$ cat src/rtl/text_console_writer.sv
// ============================================================================
//  Module   : text_console_writer
//  Purpose  : Turns a valid/ready stream of ASCII codes into 80x30 tile RAM
//             writes at a hardware cursor, with row/screen clearing.
//             Optional macro CLEAR_ON_RESET_EN: blank the whole screen after reset.
//  Revision : 1.0  initial release
// ============================================================================
`default_nettype none

module text_console_writer #(
    parameter int         MAX_X      = 80,
    parameter int         MAX_Y      = 30,
    parameter logic [6:0] BLANK_CHAR = 7'h20
) (
    input  logic        clk,
    input  logic        reset,
    input  logic [6:0]  char_in,
    input  logic        char_valid,
    output logic        char_ready,
    output logic        we,
    output logic [11:0] addr_w,
    output logic [6:0]  din,
    output logic [6:0]  cur_x,
    output logic [4:0]  cur_y,
    output logic        busy
);

    typedef enum logic [1:0] {
        IDLE       = 2'd0,
        CLR_ROW    = 2'd1,
        CLR_SCREEN = 2'd2
    } state_t;

`ifdef CLEAR_ON_RESET_EN
    localparam state_t C_RESET_STATE = CLR_SCREEN;
`else
    localparam state_t C_RESET_STATE = IDLE;
`endif

    localparam logic [6:0] C_X_LAST = 7'(MAX_X - 1);
    localparam logic [4:0] C_Y_LAST = 5'(MAX_Y - 1);

    localparam logic [6:0] C_BS = 7'h08;
    localparam logic [6:0] C_LF = 7'h0A;
    localparam logic [6:0] C_FF = 7'h0C;
    localparam logic [6:0] C_CR = 7'h0D;

    state_t      state_q, state_d;
    logic [6:0]  cur_x_q, cur_x_d;
    logic [4:0]  cur_y_q, cur_y_d;
    logic [6:0]  clr_x_q, clr_x_d;
    logic [4:0]  clr_y_q, clr_y_d;
    logic        we_q, we_d;
    logic [11:0] addr_q, addr_d;
    logic [6:0]  din_q, din_d;

    logic        w_accept;
    logic        w_printable;
    logic        w_newline;
    logic [6:0]  w_bs_x;

    assign char_ready  = (state_q == IDLE);
    assign busy        = (state_q != IDLE);
    assign w_accept    = char_valid && char_ready;
    assign w_printable = (char_in >= 7'h20) && (char_in != 7'h7F);
    assign w_bs_x      = cur_x_q - 7'd1;

    always_comb begin
        state_d   = state_q;
        cur_x_d   = cur_x_q;
        cur_y_d   = cur_y_q;
        clr_x_d   = clr_x_q;
        clr_y_d   = clr_y_q;
        we_d      = 1'b0;
        addr_d    = addr_q;
        din_d     = din_q;
        w_newline = 1'b0;

        case (state_q)
            IDLE: begin
                if (w_accept) begin
                    if (w_printable) begin
                        we_d   = 1'b1;
                        addr_d = {cur_y_q, cur_x_q};
                        din_d  = char_in;
                        if (cur_x_q < C_X_LAST) begin
                            cur_x_d = cur_x_q + 7'd1;
                        end else begin
                            w_newline = 1'b1;
                        end
                    end else begin
                        case (char_in)
                            C_CR: cur_x_d = 7'd0;
                            C_LF: w_newline = 1'b1;
                            C_BS: begin
                                // Backspace never wraps to the previous row.
                                if (cur_x_q != 7'd0) begin
                                    cur_x_d = w_bs_x;
                                    we_d    = 1'b1;
                                    addr_d  = {cur_y_q, w_bs_x};
                                    din_d   = BLANK_CHAR;
                                end
                            end
                            C_FF: begin
                                state_d = CLR_SCREEN;
                                clr_x_d = 7'd0;
                                clr_y_d = 5'd0;
                            end
                            default: ;
                        endcase
                    end
                end

                if (w_newline) begin
                    cur_x_d = 7'd0;
                    cur_y_d = (cur_y_q == C_Y_LAST) ? 5'd0 : cur_y_q + 5'd1;
                    clr_x_d = 7'd0;
                    state_d = CLR_ROW;
                end
            end

            CLR_ROW: begin
                we_d   = 1'b1;
                addr_d = {cur_y_q, clr_x_q};
                din_d  = BLANK_CHAR;
                if (clr_x_q == C_X_LAST) begin
                    clr_x_d = 7'd0;
                    state_d = IDLE;
                end else begin
                    clr_x_d = clr_x_q + 7'd1;
                end
            end

            CLR_SCREEN: begin
                we_d   = 1'b1;
                addr_d = {clr_y_q, clr_x_q};
                din_d  = BLANK_CHAR;
                if (clr_x_q == C_X_LAST) begin
                    clr_x_d = 7'd0;
                    if (clr_y_q == C_Y_LAST) begin
                        clr_y_d = 5'd0;
                        cur_x_d = 7'd0;
                        cur_y_d = 5'd0;
                        state_d = IDLE;
                    end else begin
                        clr_y_d = clr_y_q + 5'd1;
                    end
                end else begin
                    clr_x_d = clr_x_q + 7'd1;
                end
            end

            default: state_d = IDLE;
        endcase
    end

    always_ff @(posedge clk or posedge reset) begin
        if (reset) begin
            state_q <= C_RESET_STATE;
            cur_x_q <= 7'd0;
            cur_y_q <= 5'd0;
            clr_x_q <= 7'd0;
            clr_y_q <= 5'd0;
            we_q    <= 1'b0;
            addr_q  <= 12'd0;
            din_q   <= 7'd0;
        end else begin
            state_q <= state_d;
            cur_x_q <= cur_x_d;
            cur_y_q <= cur_y_d;
            clr_x_q <= clr_x_d;
            clr_y_q <= clr_y_d;
            we_q    <= we_d;
            addr_q  <= addr_d;
            din_q   <= din_d;
        end
    end

    assign we     = we_q;
    assign addr_w = addr_q;
    assign din    = din_q;
    assign cur_x  = cur_x_q;
    assign cur_y  = cur_y_q;

endmodule

`default_nettype wire
$ cat config.mk
export PLATFORM = sky130hd
export DESIGN_NAME = text_console_writer
export DESIGN_NICKNAME = d
export VERILOG_FILES = /design/src/rtl/text_console_writer.sv
export SDC_FILE = /design/constraint.sdc
export NUM_CORES = 1
export LEC_CHECK = 0
export BUFFER_PORTS_ARGS = -buffer_cell sky130_fd_sc_hd__buf_2
export CORE_MARGIN = 2
export CORE_UTILIZATION = 35
export DETAILED_ROUTE_END_ITERATION = 10
export GPL_TIMING_DRIVEN = 0
export PLACE_DENSITY = 0.66
export SYNTH_ARGS = -nofsm -noshare
export SYNTH_HDL_FRONTEND = slang
export SYNTH_SLANG_ARGS = --single-unit
$ cat constraint.sdc
create_clock -name clk -period 2 [get_ports clk]
set_input_delay 0.6 -clock clk [delete_from_list [all_inputs] [get_ports clk]]
set_output_delay 0.6 -clock clk [all_outputs]
set_load 0.02 [all_outputs]
; After elaboration in Yosys (flattened, before gate mapping)
; Cells that the tools add are included.
[word_totals]
reg_bits = 46
output_inout_bits = 34
wordCells = 110
in_bits = 10
[classes]
reduce_logical = 16
muxes = 54
n_eq_ne = 25
n_addsub = 5
order_cmp = 2
[op_table]
columns = operator, count
row1 = $mux W7, 16
row2 = $pmux W7 S2, 4
row3 = $mux W12, 4
row4 = $mux W5, 9
row5 = $pmux W12 S3, 1
row6 = $eq A7 B4 Y1 const B, 4
row7 = $pmux W5 S2, 2
row8 = $reduce_and A4 Y1, 4
row9 = $add A7 B1 Y7 const B, 2
row10 = $mux W2, 7
row11 = $ne A3 B1 Y1 const B, 4
row12 = $add A5 B1 Y5 const B, 2
row13 = $eq A5 B5 Y1 const B, 2
row14 = $mux W1, 9
row15 = $ne A2 B2 Y1 const B, 4
row16 = $eq A7 B7 Y1 const B, 1
row17 = $ge A7 B6 Y1 const B, 1
row18 = $lt A7 B7 Y1 const B, 1
row19 = $ne A7 B7 Y1 const B, 1
row20 = $reduce_and A7 Y1, 1
row21 = $reduce_bool A7 Y1, 1
row22 = $sub A7 B1 Y7 const B, 1
row23 = $ne A2 B1 Y1 const B, 3
row24 = $pmux W2 S3, 1
row25 = 14 further kinds, 17

; Longest topological paths before layout
; Gate-level depths: netlist (run 1).
[depth]
depth_word = 7
depth_mapped = 9
depth_no_buf = 7

; Least setup slack after synthesis (run 1)
; Ideal clock, no wire load.
[synth_timing]
path_kind = input to register
startpoint = in char_in[4]
endpoint = reg clr_y_q[1]
setup_ns = 0.083
arrival_ns = 2.324
required_time_ns = 1.917
n_path_buf = 1
stages = 6
path_slack_ns = -0.407
cell_sequence = or4b_4 > o41a_1 > or3_1 > clkbuf_1 > or3_1 > o21ai_0
[synth_between]
elab_chain_len = 4
word_cells_on_any_way = 7
classes_between = 1 x order compare / 4 x eq/ne / 2 x reduce/logical
[synth_rtl]
columns = element, line
row1 = "start, declared", 17  ; input logic [6:0] char_in,
row2 = $ge A7 B6 Y1 / $ne A7 B7 Y1 (equally long branches), 65  ; assign w_printable = (char_in >= 7'h20) && (char_in != 7'h7F);
row3 = $logic_and A1 B1 Y1, 65
row4 = $ne A2 B2 Y1 (no source line), --
row5 = $reduce_and A5 Y1 (no source line) *, --
row6 = "end signal, assigned", 172  ; clr_y_q <= clr_y_d;
row7 = "end, declared", 52  ; logic [4:0] clr_y_q, clr_y_d;
; Every way passes the cells marked *; elsewhere a longest branch is shown, timed or not.
; A chain may end at the register's enable or synchronous reset.

; Worst setup path in the final report (run 1)
[layout_timing]
startpoint = in char_in[6]
endpoint = reg clr_y_q[1]
; The elaborated chain is that of the path after synthesis.

==> flow_results.xml, run 1 <==
<?xml version="1.0" encoding="UTF-8"?>
<metrics>
  <group name="grt">
    <metric name="global_route.overflow_total" unit="">0</metric>
    <metric name="wire_length_of_the_first_global_routing_pass" unit="um">14100</metric>
    <metric name="antenna_found_initial" unit="">0</metric>
    <metric name="first_global_vias" unit="">2793</metric>
    <metric name="globalRouteTotalUtil" unit="">0.179</metric>
    <metric name="grt_max_degree" unit="">37</metric>
  </group>
  <group name="sta">
    <metric name="timing.slew.headroom" unit="">0.656</metric>
    <metric name="final_period_minus_worst_setup_slack" unit="ps">2240</metric>
    <metric name="worst_clock_skew" unit="ps">10.1</metric>
    <metric name="min_period_over_period" unit="">1.12</metric>
    <metric name="finalSetupViolations" unit="">29</metric>
    <metric name="setup-tns-final" unit="ps">-3490</metric>
    <metric name="grt_setup_unrepaired" unit="">true</metric>
    <metric name="final_hold_viol_count" unit="">0</metric>
    <metric name="layout_setup_ws" unit="ps">-238</metric>
    <metric name="slew_viol_final" unit="">0</metric>
    <metric name="achievable-frequency" unit="GHz">0.447</metric>
    <metric name="worst_slew_pin_slew" unit="ps">515</metric>
  </group>
  <group name="pwr">
    <metric name="worst_case_vdd_ir_drop" unit="uV">703</metric>
    <metric name="finalPower" unit="uW">6340</metric>
    <metric name="power.density_cell_area" unit="nW/um2">1440</metric>
    <metric name="total_leakage_power" unit="uW">0.00190</metric>
  </group>
  <group name="layout">
    <metric name="stdcell_area" unit="um2">4410</metric>
    <metric name="fillCellCount" unit="">730</metric>
    <metric name="commonest_cells_after_routing_fill_and_taps_aside" unit="">38 x sky130_fd_sc_hd__dfrtp_1, 37 x sky130_fd_sc_hd__buf_2, 34 x sky130_fd_sc_hd__buf_4</metric>
    <metric name="final_core_utilization" unit="">0.531</metric>
    <metric name="area_delta_synth_final" unit="%">45.8</metric>
    <metric name="design.final.nets" unit="">447</metric>
    <metric name="n_antenna_cell" unit="">0</metric>
    <metric name="layout_commonest_cell" unit="">sky130_fd_sc_hd__dfrtp_1</metric>
    <metric name="layout-drive-gt1-share" unit="">0.439</metric>
  </group>
  <group name="clock_network">
    <metric name="path_clk_slew" unit="ps">100</metric>
    <metric name="cts_tree" unit="">yes</metric>
    <metric name="ctsLongestPathBuffers" unit="">2</metric>
    <metric name="cts_buffers" unit="">5</metric>
    <metric name="htree_levels" unit="">2</metric>
    <metric name="ctsRootBufferMaster" unit="">sky130_fd_sc_hd__clkbuf_8</metric>
    <metric name="cts_hold_buf" unit="">0</metric>
    <metric name="cts_sinks" unit="">46</metric>
    <metric name="clock_latency" unit="ps">310</metric>
  </group>
  <group name="synth">
    <metric name="synth-seq-cells" unit="">46</metric>
    <metric name="synth-xor-area-share" unit="">0.00579</metric>
    <metric name="main_combinational_cell_family_by_area_after_synthesis" unit="">compound AO/OA/AOI/OAI gates</metric>
    <metric name="synth_compound_area_frac" unit="">0.259</metric>
    <metric name="syn_area_per_cell" unit="um2">9.08</metric>
    <metric name="netlist.top_cell.by_area" unit="">sky130_fd_sc_hd__dfrtp_1</metric>
    <metric name="synth_enable_flop_cells" unit="">0</metric>
    <metric name="yosysSeqAreaShare" unit="">0.381</metric>
    <metric name="synthesis.yosys.warnings" unit="">0</metric>
    <metric name="synth_cells" unit="">333</metric>
    <metric name="synth_nets" unit="">355</metric>
    <metric name="area_share_of_the_largest_cell_type_after_synthesis" unit="">0.381</metric>
    <metric name="postSynth.topFlopCell" unit="">sky130_fd_sc_hd__dfrtp_1</metric>
    <metric name="synthesis.area" unit="um2">3020</metric>
    <metric name="postSynth.asyncResetShare" unit="">1.00</metric>
    <metric name="synthAdderAreaFrac" unit="">0.0496</metric>
    <metric name="post_synth_mux_area_share" unit="">0.0637</metric>
    <metric name="simple_logic_cell_fraction_of_the_synthesized_area" unit="">0.194</metric>
    <metric name="synth.distinct_cells" unit="">58</metric>
    <metric name="synth_area_leaders" unit="">sky130_fd_sc_hd__dfrtp_1 38%, sky130_fd_sc_hd__ha_1 5.0%, sky130_fd_sc_hd__nand2_1 4.0%, sky130_fd_sc_hd__mux2_2 3.7%, sky130_fd_sc_hd__o21ai_0 3.3%</metric>
  </group>
  <group name="critical_path">
    <metric name="critical_path_class" unit="">input pin to register</metric>
    <metric name="critical_path.slowest_cell" unit="">sky130_fd_sc_hd__or4b_4</metric>
    <metric name="cp-start-kind" unit="">input pin</metric>
    <metric name="cp_cell_sequence" unit="">buf_8 -&gt; or4b_4 -&gt; o41a_1 -&gt; or3_4 -&gt; or3_1 -&gt; o21ai_1</metric>
    <metric name="worst-path-buf-inv" unit="">1</metric>
    <metric name="worst_ep_arrival_time" unit="ps">2470</metric>
    <metric name="timing.critical_path.to_type" unit="">register</metric>
    <metric name="timing.critical_path.fanout_max" unit="">4</metric>
    <metric name="critical_path.top_delay_family" unit="">simple AND/OR/NAND/NOR gates</metric>
    <metric name="critical_path.max_stage_delay" unit="ps">550</metric>
    <metric name="timing.critical_path.required" unit="ps">2230</metric>
  </group>
  <group name="floorplan">
    <metric name="design.portCount" unit="">44</metric>
    <metric name="core" unit="um2">8300</metric>
    <metric name="start_util" unit="">0.364</metric>
    <metric name="die_area" unit="um2">9400</metric>
    <metric name="site_row_count" unit="">33</metric>
    <metric name="fp.dieW" unit="um">97.0</metric>
    <metric name="die_y" unit="um">97.0</metric>
  </group>
  <group name="place">
    <metric name="quantity_of_i_o_buffers_inserted_on_ports" unit="">40</metric>
    <metric name="detailedPlacementHpwl" unit="um">5840</metric>
    <metric name="placed_cell_area" unit="um2">3500</metric>
    <metric name="gp_congestion" unit="">0.878</metric>
  </group>
  <group name="drt">
    <metric name="post_drt_via_cell_ratio" unit="">5.72</metric>
    <metric name="detailed_route_drc_error_count" unit="">0</metric>
    <metric name="routed-via-count" unit="">3039</metric>
    <metric name="drtPass1Iterations" unit="">4</metric>
    <metric name="drtIter0Drc" unit="">148</metric>
    <metric name="detail-route-antenna-nets" unit="">0</metric>
    <metric name="wirelength" unit="um">9270</metric>
    <metric name="drt-wirelength-per-cell" unit="um">17.5</metric>
  </group>
  <group name="run_status">
    <metric name="failed_checks" unit="">setup timing</metric>
    <metric name="status" unit="">complete, but fails checks</metric>
  </group>
  <group name="flow_run">
    <metric name="max_cap_viol_count" unit="">0</metric>
  </group>
  <group name="hold_path">
    <metric name="hold_crit_class" unit="">input pin to async pin</metric>
  </group>
</metrics>
-- power by group --
| part | switching, uW | internal (uW) |
|---|---|---|
| logic | 2170 | 1860 |
| clock network | 335 | 373 |
| registers | 318 | 1280 |
-- registers in the layout, summed over array words and instances (netlist names) --
signal and count:
addr_w 12, clr_x_q 7, cur_x 7, din 7
clr_y_q 5, cur_y 5, state_q 2, we 1
-- synth_stat cells, drive strengths merged (3+ instances only) --
master and n:
mux2i 8, ha 12, dfrtp 46, nand2b 7, nor2b 3, nor3 5
o41ai 4, nand4 5, or4 3, o21ai 22, a211oi 7, a21o 10
a32o 6, nand2 32, mux2 10, nor2 18, a211o 3, clkbuf 16
o22a 3, nor4 3, a31oi 7, or3 7, or2 4, nand3 14
o2bb2ai 4, o31ai 11, and2 3, inv 19, a21oi 7
-- final timing paths --
kind                                             from                     end  slack [ps]  cells after the start
worst max-delay path                       char_in[6]  clr_y_q[1]$_DFFE_PP0P_        -240                      6
worst min-delay path                            reset    cur_x[3]$_DFFE_PP0P_         210                      2
worst max register to register   cur_x[4]$_DFFE_PP0P_   addr_w[9]$_DFFE_PP0P_        -130                      7
worst min register to register  addr_w[0]$_DFFE_PP0P_   addr_w[0]$_DFFE_PP0P_         510                      1
max in group asynchronous                       reset  clr_x_q[5]$_DFFE_PP0P_        1280                      3
min in group clk                addr_w[0]$_DFFE_PP0P_   addr_w[0]$_DFFE_PP0P_         510                      1
-- cell families (layout without fill, tap and decap cells) --
group / count (synthesis) / in the layout
AND/OR/NAND/NOR: 112 / 112
AO/OA/AOI/OAI: 106 / 106
buffers and inverters: 37 / 130
flip-flops: 46 / 46
multiplexers: 18 / 18
adder cells (fa/ha/maj): 12 / 12
XOR/XNOR: 2 / 2
-- per-layer routing --
metal	global-route usage	share of wire
met2	0.275	0.47
met5	0	0
met1	0.256	0.46
met4	0.0574	0.014
met3	0.0325	0.055
-- timing repair --
action,CTS,global route
resized for setup,50,66
setup buffers,22,24
setup endpoints to repair,46,45
pin swaps,13,25
-- final cells by class --
type / instances / area [um2] / area share
Sequential cell: 46 / 1160 / 0.263
Clock inverter: 2 / 37.5 / 0.00852
Inverter: 19 / 75.1 / 0.0170
Multi-Input combinational cell: 250 / 2110 / 0.479
Timing Repair Buffer: 87 / 659 / 0.150
Clock buffer: 6 / 72.6 / 0.0165
Buffer: 16 / 158 / 0.0358
Tap cell: 105 / 131 / 0.0298
-- through the flow --
step / hold slack (ps) / setup slack, ps / std cells
CTS: 224 / -269 / 508
floorplan: 468 / -396 / 333
global placement: 493 / -659 / 478
detailed placement: 488 / -673 / 479
finish: 215 / -238 / 531
global route: 240 / -238 / 531
Note: power is estimated with default switching activity, not from simulation.
==> run 2: changes to the inputs <==
--- a/config.mk
+++ b/config.mk
@@ -11,6 +11,7 @@
 export DETAILED_ROUTE_END_ITERATION = 10
 export GPL_TIMING_DRIVEN = 0
 export PLACE_DENSITY = 0.66
+export SKIP_CTS_REPAIR_TIMING = 1
 export SYNTH_ARGS = -nofsm -noshare
 export SYNTH_HDL_FRONTEND = slang
 export SYNTH_SLANG_ARGS = --single-unit
==> flow_results.xml, run 2 (synthesized netlist as in run 1, its figures left out) <==
<?xml version="1.0" encoding="UTF-8"?>
<metrics>
  <group name="run_status">
    <metric name="status" unit="">complete, but fails checks</metric>
    <metric name="failed_checks" unit="">setup timing</metric>
  </group>
  <group name="floorplan">
    <metric name="fp.dieW" unit="um">97.0</metric>
    <metric name="die_y" unit="um">97.0</metric>
    <metric name="design.portCount" unit="">44</metric>
    <metric name="start_util" unit="">0.364</metric>
    <metric name="core" unit="um2">8300</metric>
    <metric name="die_area" unit="um2">9400</metric>
    <metric name="site_row_count" unit="">33</metric>
  </group>
  <group name="clock_network">
    <metric name="cts_buffers" unit="">5</metric>
    <metric name="ctsLongestPathBuffers" unit="">2</metric>
    <metric name="cts_sinks" unit="">46</metric>
    <metric name="path_clk_slew" unit="ps">90</metric>
    <metric name="cts_tree" unit="">yes</metric>
    <metric name="htree_levels" unit="">2</metric>
    <metric name="ctsRootBufferMaster" unit="">sky130_fd_sc_hd__clkbuf_8</metric>
    <metric name="clock_latency" unit="ps">310</metric>
  </group>
  <group name="sta">
    <metric name="hold_slack" unit="ps">217</metric>
    <metric name="grt_setup_unrepaired" unit="">true</metric>
    <metric name="slew_viol_final" unit="">0</metric>
    <metric name="finalSetupViolations" unit="">30</metric>
    <metric name="min_period_over_period" unit="">1.15</metric>
    <metric name="final_hold_viol_count" unit="">0</metric>
    <metric name="timing.slew.headroom" unit="">0.637</metric>
    <metric name="worst_clock_skew" unit="ps">8.35</metric>
    <metric name="layout_setup_ws" unit="ps">-296</metric>
    <metric name="final_period_minus_worst_setup_slack" unit="ps">2300</metric>
    <metric name="worst_slew_pin_slew" unit="ps">544</metric>
    <metric name="achievable-frequency" unit="GHz">0.435</metric>
  </group>
  <group name="pwr">
    <metric name="worst_case_vdd_ir_drop" unit="uV">659</metric>
    <metric name="total_leakage_power" unit="uW">0.00175</metric>
    <metric name="power.density_cell_area" unit="nW/um2">1410</metric>
  </group>
  <group name="place">
    <metric name="detailedPlacementHpwl" unit="um">5840</metric>
    <metric name="gp_congestion" unit="">0.878</metric>
    <metric name="quantity_of_i_o_buffers_inserted_on_ports" unit="">40</metric>
    <metric name="placed_cell_area" unit="um2">3500</metric>
  </group>
  <group name="layout">
    <metric name="layout-drive-gt1-share" unit="">0.377</metric>
    <metric name="layout_commonest_cell" unit="">sky130_fd_sc_hd__buf_2</metric>
    <metric name="number_of_flip_flops_under_the_largest_register_name" unit="">12</metric>
    <metric name="commonest_cells_after_routing_fill_and_taps_aside" unit="">39 x sky130_fd_sc_hd__buf_2, 38 x sky130_fd_sc_hd__dfrtp_1, 31 x sky130_fd_sc_hd__nand2_1</metric>
    <metric name="n_antenna_cell" unit="">0</metric>
    <metric name="area_delta_synth_final" unit="%">37.0</metric>
    <metric name="final_core_utilization" unit="">0.499</metric>
    <metric name="design.final.nets" unit="">427</metric>
    <metric name="stdcell_area" unit="um2">4140</metric>
  </group>
  <group name="drt">
    <metric name="drtIter0Drc" unit="">127</metric>
    <metric name="drt-wirelength-per-cell" unit="um">16.8</metric>
    <metric name="detailed_route_drc_error_count" unit="">0</metric>
    <metric name="drtPass1Iterations" unit="">4</metric>
    <metric name="wirelength" unit="um">8610</metric>
    <metric name="detail-route-antenna-nets" unit="">0</metric>
    <metric name="post_drt_via_cell_ratio" unit="">5.76</metric>
    <metric name="routed-via-count" unit="">2944</metric>
  </group>
  <group name="critical_path">
    <metric name="r2r.worst_path.cells" unit="">10</metric>
    <metric name="cp-start-kind" unit="">input pin</metric>
    <metric name="cp_cell_sequence" unit="">buf_12 -&gt; or4b_4 -&gt; o41a_1 -&gt; or3_4 -&gt; or3_1 -&gt; o21ai_1</metric>
    <metric name="timing.critical_path.to_type" unit="">register</metric>
    <metric name="critical_path_class" unit="">input pin to register</metric>
    <metric name="critical_path.slowest_cell" unit="">sky130_fd_sc_hd__or4b_4</metric>
    <metric name="timing.critical_path.required" unit="ps">2230</metric>
    <metric name="worst_ep_arrival_time" unit="ps">2530</metric>
    <metric name="timing.critical_path.fanout_max" unit="">6</metric>
    <metric name="critical_path.max_stage_delay" unit="ps">540</metric>
  </group>
  <group name="flow_run">
    <metric name="max_cap_viol_count" unit="">0</metric>
  </group>
  <group name="grt">
    <metric name="grt_max_degree" unit="">37</metric>
    <metric name="global_route.overflow_total" unit="">0</metric>
    <metric name="antenna_found_initial" unit="">0</metric>
    <metric name="globalRouteTotalUtil" unit="">0.171</metric>
    <metric name="wire_length_of_the_first_global_routing_pass" unit="um">13400</metric>
    <metric name="first_global_vias" unit="">2668</metric>
  </group>
  <group name="hold_path">
    <metric name="hold_crit_class" unit="">input pin to async pin</metric>
  </group>
</metrics>
==> run 2: cell types whose count changed in the layout (fill, tap and decap cells not counted), moves of 2 or more <==
cell and delta:
sky130_fd_sc_hd__nor2_2 -2, sky130_fd_sc_hd__buf_2 +2, sky130_fd_sc_hd__o31ai_4 +2, sky130_fd_sc_hd__o31ai_2 -2, sky130_fd_sc_hd__buf_6 -9, sky130_fd_sc_hd__nor2_1 +3
sky130_fd_sc_hd__nor3_1 +2, sky130_fd_sc_hd__buf_4 -11, sky130_fd_sc_hd__clkbuf_1 +2, sky130_fd_sc_hd__o21ai_0 +3, sky130_fd_sc_hd__o21ai_2 -2
==> run 2: final timing paths <==
kind,startpoint,endpoint,slack (ps)
max in group asynchronous,reset,clr_x_q[4]$_DFFE_PP0P_,1280
worst min-delay path,reset,cur_x[5]$_DFFE_PP0P_,220
min in group clk,addr_w[0]$_DFFE_PP0P_,addr_w[0]$_DFFE_PP0P_,510
worst max register to register,state_q[0]$_DFFE_PP0P_,cur_x[3]$_DFFE_PP0P_,-230
worst min register to register,addr_w[0]$_DFFE_PP0P_,addr_w[0]$_DFFE_PP0P_,510
worst max-delay path,char_in[6],clr_y_q[1]$_DFFE_PP0P_,-300
==> run 2: report_power, final <==
group / switching, uW / internal (uW) / total, uW
registers: 335 / 1280 / 1610
logic: 1990 / 1550 / 3540
clock network: 331 / 373 / 704
total: 2650 / 3200 / 5860
==> run 2: metal layers <==
| metal | track usage | routed length [um] |
|---|---|---|
| met2 | 0.259 | 4100 |
| met3 | 0.0340 | 418 |
| met4 | 0.0466 | 138 |
| met5 | 0 | 0 |
| met1 | 0.249 | 3940 |
==> run 2: worst max-delay path: cells and delay by family <==
family | cells | cell delay, ps
AND/OR/NAND/NOR | 3 | 1300
buffers and inverters | 1 | 110
AO/OA/AOI/OAI | 2 | 510
==> run 2: per-stage QoR <==
step | setup TNS, ps | total power [uW] | worst slack, ps | cells
after floorplan | -5480 | 3670 | -396 | 333
after global placement | -40090 | 4420 | -659 | 478
after detailed placement | -22990 | 4480 | -673 | 479
after CTS | -15030 | 5200 | -664 | 487
after global routing | -5680 | 6250 | -314 | 511
final | -3310 | 5860 | -296 | 511
==> run 2: cell type report <==
class                           instances  area (um2)
Fill cell                             752        4160
Multi-Input combinational cell        250        2070
Sequential cell                        46        1160
Timing Repair Buffer                   66         454
Buffer                                 17         149
Tap cell                              105         131
Clock buffer                            6        72.6
Inverter                               19        71.3
Clock inverter                          2        37.5
==> run 3: changes to the inputs <==
--- a/config.mk
+++ b/config.mk
@@ -12,6 +12,7 @@
 export GPL_TIMING_DRIVEN = 0
 export PLACE_DENSITY = 0.66
 export SKIP_CTS_REPAIR_TIMING = 1
+export SLEW_MARGIN = 20
 export SYNTH_ARGS = -nofsm -noshare
 export SYNTH_HDL_FRONTEND = slang
 export SYNTH_SLANG_ARGS = --single-unit
==> constraint.sdc (replaced) <==
create_clock -name clk -period 2 [get_ports clk]
set_input_delay 0.6 -clock clk [delete_from_list [all_inputs] [get_ports clk]]
set_output_delay 0.6 -clock clk [all_outputs]
set_load 0.005 [all_outputs]
==> flow_results.xml, run 3 (synthesized netlist as in run 1, its figures left out) <==
<?xml version="1.0" encoding="UTF-8"?>
<metrics>
  <group name="run_status">
    <metric name="status" unit="">complete, but fails checks</metric>
    <metric name="failed_checks" unit="">setup timing</metric>
  </group>
  <group name="critical_path">
    <metric name="critical_path.max_stage_delay" unit="ps">550</metric>
    <metric name="cp_cell_sequence" unit="">buf_12 -&gt; or4b_4 -&gt; o41a_1 -&gt; or3_4 -&gt; or3_1 -&gt; o21ai_1</metric>
    <metric name="crit_start" unit="">char_in[5]</metric>
    <metric name="r2r-start" unit="">state_q[0]$_DFFE_PP0P_</metric>
    <metric name="timing.critical_path.required" unit="ps">2230</metric>
    <metric name="worst_ep_arrival_time" unit="ps">2560</metric>
    <metric name="reg2reg_setup_slack" unit="ps">-190</metric>
    <metric name="critical_path.reg2reg.endpoint" unit="">clr_y_q[1]$_DFFE_PP0P_</metric>
    <metric name="timing.critical_path.to_type" unit="">register</metric>
    <metric name="critical_path_class" unit="">input pin to register</metric>
    <metric name="r2r.worst_path.cells" unit="">7</metric>
    <metric name="cp-start-kind" unit="">input pin</metric>
    <metric name="crit_path_end" unit="">clr_y_q[1]$_DFFE_PP0P_</metric>
    <metric name="critical_path.slowest_cell" unit="">sky130_fd_sc_hd__or4b_4</metric>
    <metric name="timing.critical_path.fanout_max" unit="">5</metric>
  </group>
  <group name="grt">
    <metric name="grt_max_degree" unit="">30</metric>
    <metric name="first_global_vias" unit="">2797</metric>
    <metric name="wire_length_of_the_first_global_routing_pass" unit="um">14000</metric>
    <metric name="globalRouteTotalUtil" unit="">0.177</metric>
    <metric name="global_route.overflow_total" unit="">0</metric>
    <metric name="antenna_found_initial" unit="">0</metric>
  </group>
  <group name="drt">
    <metric name="drtIter0Drc" unit="">147</metric>
    <metric name="drtPass1Iterations" unit="">4</metric>
    <metric name="post_drt_via_cell_ratio" unit="">5.83</metric>
    <metric name="routed-via-count" unit="">2990</metric>
    <metric name="detail-route-antenna-nets" unit="">0</metric>
    <metric name="wirelength" unit="um">9000</metric>
    <metric name="detailed_route_drc_error_count" unit="">0</metric>
    <metric name="drt-wirelength-per-cell" unit="um">17.6</metric>
  </group>
  <group name="floorplan">
    <metric name="core" unit="um2">8300</metric>
    <metric name="die_area" unit="um2">9400</metric>
    <metric name="die_y" unit="um">97.0</metric>
    <metric name="start_util" unit="">0.364</metric>
    <metric name="design.portCount" unit="">44</metric>
    <metric name="site_row_count" unit="">33</metric>
    <metric name="fp.dieW" unit="um">97.0</metric>
  </group>
  <group name="place">
    <metric name="detailedPlacementHpwl" unit="um">6000</metric>
    <metric name="dpl_cells" unit="">479</metric>
    <metric name="quantity_of_i_o_buffers_inserted_on_ports" unit="">40</metric>
    <metric name="gp_congestion" unit="">0.890</metric>
    <metric name="placed_cell_area" unit="um2">3480</metric>
    <metric name="place_ws" unit="ps">-794</metric>
  </group>
  <group name="sta">
    <metric name="final_period_minus_worst_setup_slack" unit="ps">2320</metric>
    <metric name="timing.slew.headroom" unit="">0.679</metric>
    <metric name="finalSetupViolations" unit="">36</metric>
    <metric name="final_hold_viol_count" unit="">0</metric>
    <metric name="grt_setup_unrepaired" unit="">true</metric>
    <metric name="layout_setup_ws" unit="ps">-323</metric>
    <metric name="worst_slew_pin_slew" unit="ps">480</metric>
    <metric name="worst_clock_skew" unit="ps">17.4</metric>
    <metric name="min_period_over_period" unit="">1.16</metric>
    <metric name="slew_viol_final" unit="">0</metric>
    <metric name="achievable-frequency" unit="GHz">0.431</metric>
  </group>
  <group name="clock_network">
    <metric name="cts_tree" unit="">yes</metric>
    <metric name="ctsRootBufferMaster" unit="">sky130_fd_sc_hd__clkbuf_8</metric>
    <metric name="cts_sinks" unit="">46</metric>
    <metric name="path_clk_slew" unit="ps">110</metric>
    <metric name="htree_levels" unit="">2</metric>
    <metric name="ctsLongestPathBuffers" unit="">2</metric>
    <metric name="clock_latency" unit="ps">310</metric>
    <metric name="cts_buffers" unit="">5</metric>
  </group>
  <group name="layout">
    <metric name="multi_input_area" unit="um2">2070</metric>
    <metric name="n_antenna_cell" unit="">0</metric>
    <metric name="seqCellArea" unit="um2">1160</metric>
    <metric name="number_of_flip_flops_under_the_largest_register_name" unit="">12</metric>
    <metric name="commonest_cells_after_routing_fill_and_taps_aside" unit="">40 x sky130_fd_sc_hd__dfrtp_1, 37 x sky130_fd_sc_hd__buf_2, 31 x sky130_fd_sc_hd__nand2_1</metric>
    <metric name="post_layout_nonfiller_instances" unit="">513</metric>
    <metric name="area_delta_synth_final" unit="%">37.4</metric>
    <metric name="design.final.nets" unit="">429</metric>
    <metric name="layout-drive-gt1-share" unit="">0.380</metric>
    <metric name="stdcell_area" unit="um2">4160</metric>
    <metric name="fillCellCount" unit="">780</metric>
    <metric name="layout_commonest_cell" unit="">sky130_fd_sc_hd__dfrtp_1</metric>
  </group>
  <group name="pwr">
    <metric name="worst_case_vdd_ir_drop" unit="uV">634</metric>
    <metric name="power.density_cell_area" unit="nW/um2">1360</metric>
    <metric name="total_leakage_power" unit="uW">0.00178</metric>
    <metric name="finalPower" unit="uW">5670</metric>
  </group>
  <group name="hold_path">
    <metric name="hold_crit_class" unit="">input pin to async pin</metric>
  </group>
  <group name="flow_run">
    <metric name="max_cap_viol_count" unit="">0</metric>
  </group>
</metrics>
run 3: layout make-up:
| cell class | instances | area share |
|---|---|---|
| clock buffers | 5 | 0.0166 |
| inverters | 19 | 0.0181 |
| multi-input cells | 250 | 0.498 |
| clock inverters | 3 | 0.0105 |
| repair buffers | 70 | 0.113 |
| flip-flops and latches | 46 | 0.279 |
| plain buffers | 15 | 0.0334 |
| well taps | 105 | 0.0316 |
run 3: where the power goes:
| part | total (uW) | internal [uW] | switching (uW) |
|---|---|---|---|
| Combinational | 3300 | 1610 | 1690 |
| Clock | 739 | 376 | 364 |
| Sequential | 1620 | 1280 | 346 |
| Total | 5670 | 3260 | 2400 |
run 3: through the flow:
step                      setup TNS, ps  hold slack [ps]  utilization
after floorplan                   -5040              468            -
after global placement           -37880              493        0.417
after detailed placement         -23150              494        0.420
after CTS                        -14420              283        0.433
after global routing              -6290              302        0.501
final                             -3850              265        0.501
run 3: worst min-delay path by stage:
stage | endpoint | slack [ps] | cells past startpoint
2_1_floorplan | clr_y_q[4]$_DFFE_PP0P_ | 470 | 1
3_3_place_gp | addr_w[7]$_DFFE_PP0P_ | 490 | 1
3_5_place_dp | addr_w[11]$_DFFE_PP0P_ | 490 | 1
4_1_cts | cur_x[6]$_DFFE_PP0P_ | 280 | 2
5_1_grt | cur_x[6]$_DFFE_PP0P_ | 300 | 2
6_report | cur_x[6]$_DFFE_PP0P_ | 260 | 2
run 3: critical path: cells and delay by family:
kind                   cells  cell delay [ps]
AND/OR/NAND/NOR            3             1310
AO/OA/AOI/OAI              2              530
buffers and inverters      1              100
run 3: layer usage:
metal | part of all wire | GRT usage | routed length [um]
met5 | 0 | 0 | 0
met4 | 0.013 | 0.0412 | 117
met3 | 0.049 | 0.0303 | 437
met2 | 0.48 | 0.281 | 4330
met1 | 0.46 | 0.251 | 4120
